[config.mk]
export PLATFORM = sky130hd
export DESIGN_NAME = decode_ctrl_stage
export DESIGN_NICKNAME = d
export VERILOG_FILES = /design/src/rtl/decode_ctrl_stage.sv
export SDC_FILE = /design/constraint.sdc
export NUM_CORES = 1
export LEC_CHECK = 0
export CELL_PAD_IN_SITES_DETAIL_PLACEMENT = 0
export CELL_PAD_IN_SITES_GLOBAL_PLACEMENT = 1
export CORE_MARGIN = 2
export CORE_UTILIZATION = 30
export DETAILED_ROUTE_END_ITERATION = 12
export PLACE_DENSITY_LB_ADDON = 0.15
export SLEW_MARGIN = 10
export SYNTH_ARGS = -nofsm -noshare
export SYNTH_HDL_FRONTEND = slang
export SYNTH_SLANG_ARGS = --single-unit
export TNS_END_PERCENT = 10
[constraint.sdc]
create_clock -name clk -period 2.18 [get_ports clk]
set_clock_uncertainty 0.05 [all_clocks]
set_input_delay 0.218 -clock clk [delete_from_list [all_inputs] [get_ports clk]]
set_output_delay 0.218 -clock clk [all_outputs]
set_load 0.05 [all_outputs]
[src/rtl/decode_ctrl_stage.sv]
// decode_ctrl_stage: MIPS ID stage with registered ID/EX control bundle.
// Optional unknown-opcode trap: define DECODE_ILLEGAL_TRAP_EN.
module decode_ctrl_stage #(
   parameter int XLEN    = 32,
   parameter int ALUOP_W = 3,
   parameter int CNT_W   = 16
) (
   input  logic               clk,
   input  logic               rst,
   input  logic               if_valid,
   input  logic [XLEN-1:0]    if_instr,
   output logic               id_ready,
   input  logic               ex_ready,
   input  logic               ex_flush,
   input  logic               resume,
   output logic               ex_valid,
   output logic [ALUOP_W-1:0] ex_aluop,
   output logic               ex_regdest,
   output logic               ex_regwrite,
   output logic               ex_alusrc,
   output logic               ex_memread,
   output logic               ex_memwrite,
   output logic               ex_memtoreg,
   output logic               ex_branch,
   output logic               ex_invertzero,
   output logic               ex_jump,
   output logic [4:0]         ex_rs,
   output logic [4:0]         ex_rt,
   output logic [4:0]         ex_rd,
   output logic [XLEN-1:0]    ex_imm,
   output logic [1:0]         ex_class,
   output logic               halted,
   output logic               illegal,
   output logic [CNT_W-1:0]   bubble_cnt
);

   typedef enum logic {RUN, HALT} state_t;

   typedef struct packed {
      logic               valid;
      logic [ALUOP_W-1:0] aluop;
      logic               regdest;
      logic               regwrite;
      logic               alusrc;
      logic               memread;
      logic               memwrite;
      logic               memtoreg;
      logic               branch;
      logic               invertzero;
      logic               jump;
      logic [4:0]         rs;
      logic [4:0]         rt;
      logic [4:0]         rd;
      logic [XLEN-1:0]    imm;
      logic [1:0]         cls;
   } id_ex_t;

   state_t state, state_n;
   id_ex_t q, dec;

   logic [5:0] op, funct;
   logic is_nop, is_sys, is_r, is_lw, is_sw;
   logic is_beq, is_bne, is_addi, is_andi;
   logic is_ori, is_slti, is_j;
   logic dec_ok, reads_rt, load_use;
   logic take, bub_inc, ill_set;
   logic [XLEN-1:0] imm_s, imm_z, imm_j;

   assign op      = if_instr[31:26];
   assign funct   = if_instr[5:0];
   assign is_nop  = (if_instr == '0);
   assign is_sys  = (op == 6'h00) && (funct == 6'h0c);
   assign is_r    = (op == 6'h00) && !is_nop && !is_sys;
   assign is_lw   = (op == 6'h23);
   assign is_sw   = (op == 6'h2b);
   assign is_beq  = (op == 6'h04);
   assign is_bne  = (op == 6'h05);
   assign is_addi = (op == 6'h08);
   assign is_andi = (op == 6'h0c);
   assign is_ori  = (op == 6'h0d);
   assign is_slti = (op == 6'h0a);
   assign is_j    = (op == 6'h02);

   assign imm_s = {{(XLEN-16){if_instr[15]}}, if_instr[15:0]};
   assign imm_z = {{(XLEN-16){1'b0}}, if_instr[15:0]};
   assign imm_j = {{(XLEN-26){1'b0}}, if_instr[25:0]};

   assign reads_rt = (op == 6'h00) | is_sw | is_beq | is_bne;

   // load in EX whose rt feeds the word now in ID
   assign load_use = if_valid & q.valid & q.memread
                   & (q.rt != 5'd0)
                   & ((q.rt == if_instr[25:21])
                   | ((q.rt == if_instr[20:16]) & reads_rt));

   // instruction decode into the ID/EX bundle
   always_comb begin
      dec    = '0;
      dec_ok = 1'b1;
      dec.rs  = if_instr[25:21];
      dec.rt  = if_instr[20:16];
      dec.rd  = if_instr[15:11];
      dec.imm = imm_s;
      unique case (1'b1)
         is_nop, is_sys: dec_ok = 1'b0;
         is_r: begin
            dec.aluop    = ALUOP_W'(3'b010);
            dec.regdest  = 1'b1;
            dec.regwrite = 1'b1;
            dec.cls      = 2'b01;
         end
         is_lw: begin
            dec.regwrite = 1'b1;
            dec.alusrc   = 1'b1;
            dec.memread  = 1'b1;
            dec.memtoreg = 1'b1;
            dec.cls      = 2'b10;
         end
         is_sw: begin
            dec.alusrc   = 1'b1;
            dec.memwrite = 1'b1;
            dec.cls      = 2'b10;
         end
         is_beq, is_bne: begin
            dec.aluop      = ALUOP_W'(3'b001);
            dec.branch     = 1'b1;
            dec.invertzero = is_bne;
            dec.cls        = 2'b10;
         end
         is_addi, is_slti: begin
            dec.aluop    = is_slti ? ALUOP_W'(3'b111)
                                   : ALUOP_W'(3'b000);
            dec.regwrite = 1'b1;
            dec.alusrc   = 1'b1;
            dec.cls      = 2'b10;
         end
         is_andi, is_ori: begin
            dec.aluop    = is_ori ? ALUOP_W'(3'b100)
                                  : ALUOP_W'(3'b011);
            dec.regwrite = 1'b1;
            dec.alusrc   = 1'b1;
            dec.imm      = imm_z;
            dec.cls      = 2'b10;
         end
         is_j: begin
            dec.jump = 1'b1;
            dec.imm  = imm_j;
            dec.cls  = 2'b11;
         end
         default: dec_ok = 1'b0;
      endcase
      dec.valid = dec_ok;
   end

   // handshake, hazard and RUN/HALT next-state
   always_comb begin
      state_n  = state;
      id_ready = 1'b0;
      take     = 1'b0;
      bub_inc  = 1'b0;
      ill_set  = 1'b0;
      if (state == RUN) begin
         id_ready = ex_ready & (ex_flush | ~load_use);
         if (ex_ready & ~ex_flush) begin
            if (load_use) begin
               bub_inc = 1'b1;
            end else if (if_valid) begin
               take = dec_ok;
               if (is_sys) state_n = HALT;
`ifdef DECODE_ILLEGAL_TRAP_EN
               if (!dec_ok && !is_nop && !is_sys) begin
                  ill_set = 1'b1;
                  state_n = HALT;
               end
`endif
            end
         end
      end else if (resume) begin
         state_n = RUN;
      end
   end

   // state, ID/EX register and bubble counter
   always_ff @(posedge clk) begin
      if (rst) begin
         state      <= RUN;
         q          <= '0;
         bubble_cnt <= '0;
      end else begin
         state <= state_n;
         if (ex_ready) q <= take ? dec : '0;
         if (bub_inc && bubble_cnt != '1)
            bubble_cnt <= bubble_cnt + CNT_W'(1);
      end
   end

`ifdef DECODE_ILLEGAL_TRAP_EN
   logic ill_q;
   // sticky until reset; resume does not clear it
   always_ff @(posedge clk) begin
      if (rst) ill_q <= 1'b0;
      else if (ill_set) ill_q <= 1'b1;
   end
   assign illegal = ill_q;
`else
   logic unused_ill;
   assign unused_ill = ill_set;
   assign illegal    = 1'b0;
`endif

   assign halted        = (state == HALT);
   assign ex_valid      = q.valid;
   assign ex_aluop      = q.aluop;
   assign ex_regdest    = q.regdest;
   assign ex_regwrite   = q.regwrite;
   assign ex_alusrc     = q.alusrc;
   assign ex_memread    = q.memread;
   assign ex_memwrite   = q.memwrite;
   assign ex_memtoreg   = q.memtoreg;
   assign ex_branch     = q.branch;
   assign ex_invertzero = q.invertzero;
   assign ex_jump       = q.jump;
   assign ex_rs         = q.rs;
   assign ex_rt         = q.rt;
   assign ex_rd         = q.rd;
   assign ex_imm        = q.imm;
   assign ex_class      = q.cls;

endmodule
==> metrics <==
global-route wire length before repair 18.2 mm; final clock period utilization by the worst path 103%; maximum fanout encountered on the critical timing path 3; min Tclk post-route 2.24 ns; DRC violation total after the first TritonRoute iteration 218; register-to-register setup slack 0.04 ns; Tot Pwr 3.06 mW; Clock Sinks 68; Via Count 3,564; critical path start-end classification flop to output port; ratio of routed vias to standard cells 5.11; die area 0.0125 mm2; Total GRT Usage 18.1%; router iterations before antenna repair 4; largest net degree at the start of global routing 73; largest voltage drop on the vdd net 306 uV; count of nets after finishing 589; Least-Margin Pin Slew 0.578 ns; switching part of the total power 25.6%; overall die height 112 um; endpoints failing setup 1; Cell Chain, Critical Path or4_4 > o2111ai_4 > a21o_4 > nor2_4 > nor3_4 > buf_12; sort of element at the start of the critical path flop; Port-buffer cells 117; ports placed on the boundary 119; count of inserted antenna diode cells 0; Avg Inst Size Synth 8.50 um2; register bit total from synthesis 68; final worst-path setup slack -0.0594 ns; Flop pwr share 40.7%; remaining global-route overflow 0; RSZ-0062 raised after global routing true; endpoint of the most critical register-to-register path bubble_cnt[15]$_SDFFE_PP0P_; gp weighted congestion 0.818; starting utilization of the core area 30.7%; worst hold path type input port to flop; count of cells along the worst hold path 4; asr flop ratio synth 0%; cell taking the most area after synthesis sky130_fd_sc_hd__dfxtp_1; WL/cell 16.4 um; standard cell core area 0.0114 mm2; Post-Route WL 11.4 mm; most instantiated library cell after synthesis sky130_fd_sc_hd__dfxtp_1; Worst EP arrival 1.97 ns; internal portion of total power 2.28 mW; netlist area before placement 0.00349 mm2; power density over the cells 551 mW/mm2; total number of placement rows 39; highest cell delay on the worst timing path 0.54 ns; Pins Over Slew Limit 0; portion of synthesized cell area occupied by the leading cell type 39.0%; CP endpoint kind output port; latest clock arrival within the worst-skew pair 0.34 ns; Bufs on Longest Clock Path 2; fraction of layout instances using a drive strength above 1 24.7%; Post-synth EDFFs 0; clock buffers created by TritonCTS 9; largest cells by area after synthesis sky130_fd_sc_hd__dfxtp_1, sky130_fd_sc_hd__a21oi_1, sky130_fd_sc_hd__nand4_1; die boundary width 112 um; total leakage power 2.00 nW; Req. time, crit path 1.91 ns; remaining number of nets flagged by the antenna check after routing 0; Hold Crit Endpoint ex_rt[4]$_SDFFE_PP0P_; part of the total power dissipated in the clock network 47.6%; commonest cells in the synthesized netlist sky130_fd_sc_hd__dfxtp_1, sky130_fd_sc_hd__a21oi_1, sky130_fd_sc_hd__nand2_1, sky130_fd_sc_hd__nand4_1, sky130_fd_sc_hd__nor2_1; switching power total 0.784 mW; maxcap violations 0; final-report hold violation count 0; Worst R2R Path Depth 8; share of total power in combinational logic 11.7%; result of the run finished with violations; sequential element share of the synthesized area 39.0%; Area growth syn-to-layout 59.1%; number of global-route vias before repair 3,395; beginning of the worst register-to-register path ex_rt[2]$_SDFFE_PP0P_; slowest cell on the critical path sky130_fd_sc_hd__or4_4; Netlist cell types 61; clock tree from TritonCTS done; initial antenna violation count 0; main flop type after synthesis sky130_fd_sc_hd__dfxtp_1; Syn Inst Count 411; CTS root buf sky130_fd_sc_hd__clkbuf_16; post-place setup slack -0.458 ns; failing checks negative setup slack; H-tree depth reported by CTS 3; post-detailed-route DRC marker count 0; Fmax achieved 447 MHz; hold-fix buffers at CTS 0; Net Count, Synth 450; worst min-delay path startpoint if_instr[20]; relative slew slack 61.5%; Clk pin slew, worst setup/hold paths 0.06 ns; warning count from the yosys run 0; HPWL reported at the end of detailed placement 8.02 mm
-- cells in the final DEF, fill, tap and decap left out, types with 4 or more instances in the layout --
master,n
sky130_fd_sc_hd__clkdlybuf4s50_1,106
sky130_fd_sc_hd__a21oi_1,55
sky130_fd_sc_hd__dfxtp_1,53
sky130_fd_sc_hd__buf_4,51
sky130_fd_sc_hd__nand2_1,44
sky130_fd_sc_hd__nand4_1,32
sky130_fd_sc_hd__nor2_1,21
sky130_fd_sc_hd__nand3_1,17
sky130_fd_sc_hd__dfxtp_2,11
sky130_fd_sc_hd__o31ai_2,10
sky130_fd_sc_hd__clkbuf_16,9
sky130_fd_sc_hd__nor2b_1,8
sky130_fd_sc_hd__xor2_1,7
sky130_fd_sc_hd__nor4_2,6
sky130_fd_sc_hd__inv_1,5
sky130_fd_sc_hd__xnor2_1,5
sky130_fd_sc_hd__a32oi_1,5
sky130_fd_sc_hd__dlymetal6s2s_1,5
sky130_fd_sc_hd__buf_6,5
sky130_fd_sc_hd__and3_1,4
sky130_fd_sc_hd__o211ai_1,4
sky130_fd_sc_hd__dfxtp_4,4
sky130_fd_sc_hd__dlygate4sd2_1,4
-- logic make-up (layout without fill, tap and decap cells) --
| group | count (synthesis) | after routing | share of synthesized area [%] |
|---|---|---|---|
| muxes | 6 | 6 | 1.90 |
| DFF | 68 | 68 | 39.0 |
| xor gates and xnor gates | 13 | 13 | 3.26 |
| adders and majority gates | 1 | 1 | 0.358 |
| AOI/OAI and AO/OA | 101 | 101 | 20.4 |
| other | 1 | 1 | 0.107 |
| and+or+nand+nor | 168 | 168 | 26.9 |
| buffers and inverters | 53 | 197 | 8.13 |
-- timing repair --
item                                    4_1_cts  5_1_grt
setup buffers                                 5        1
endpoints found under the setup margin       41       52
pin swaps                                     7       17
gates resized for setup                       9       28
-- power groups by stage --
stage / logic (mW) / clock network (mW) / registers [mW]
2_1_floorplan: 0.150 / 0 / 1.30
3_5_place_dp: 0.343 / 0 / 1.28
3_3_place_gp: 0.345 / 0 / 1.28
4_1_cts: 0.345 / 1.48 / 1.25
5_1_grt: 0.382 / 1.53 / 1.25
6_report: 0.358 / 1.46 / 1.25
-- worst max path at each step --
stage / startpoint / to / depth (start not counted)
after detailed placement: if_instr[27] / bubble_cnt[14]$_SDFFE_PP0P_ / 8
after CTS: ex_rt[2]$_SDFFE_PP0P_ / id_ready / 6
final: ex_rt[2]$_SDFFE_PP0P_ / id_ready / 6
after global placement: if_instr[27] / bubble_cnt[14]$_SDFFE_PP0P_ / 8
after global routing: ex_rt[2]$_SDFFE_PP0P_ / id_ready / 6
after floorplan: ex_rt[2]$_SDFFE_PP0P_ / id_ready / 7
-- per-layer routing --
layer	vias up	share of wire [%]	global-route usage (%)	wire length (um)
li1	1769	-	-	-
met1	1676	50	25.9	5680
met2	107	42	26.2	4770
met3	12	7.7	6.15	877
met4	0	1.0	4.44	114
met5	-	0	0	0
-- final cells by class --
class                           count  area (um2)
Clock inverter                      5        51.3
Multi-Input combinational cell    290        2020
Timing Repair Buffer              175        1660
Inverter                            6        22.5
Sequential cell                    68        1390
Fill cell                        1095        5810
Tap cell                          143         179
Clock buffer                       11         233
-- stage by stage --
step	instances	TNS, ns	instance area (um2)	hold slack [ns]	utilization, %
floorplan	411	-0.0758	3560	0.288	-
global placement	677	-22.96	5070	0.404	44.6
detailed placement	677	-24.45	5070	0.402	44.6
CTS	697	-0.565	5410	0.330	47.6
global route	698	-0.245	5560	0.302	48.9
finish	698	-0.0594	5560	0.307	48.9
-- critical path, delay by kind of cell (launching register included) --
kind                   cells  cell delay (ns)
flip-flops                 1             0.35
AND/OR/NAND/NOR            3             0.78
buffers and inverters      1             0.16
AO/OA/AOI/OAI              2             0.34
-- registers in the layout (all words and copies together) (netlist names) --
| name | flops |
|---|---|
| ex_imm | 23 |
| bubble_cnt | 16 |
| ex_rs | 5 |
| ex_rt | 5 |
| ex_rd | 4 |
| ex_aluop | 3 |
| ex_class | 2 |
| ex_alusrc | 1 |
| ex_branch | 1 |
| ex_invertzero | 1 |
| ex_jump | 1 |
| ex_memread | 1 |
| ex_memwrite | 1 |
| ex_regdest | 1 |
| ex_regwrite | 1 |
| ex_valid | 1 |
| halted | 1 |
(Power assumes the default switching activity.)
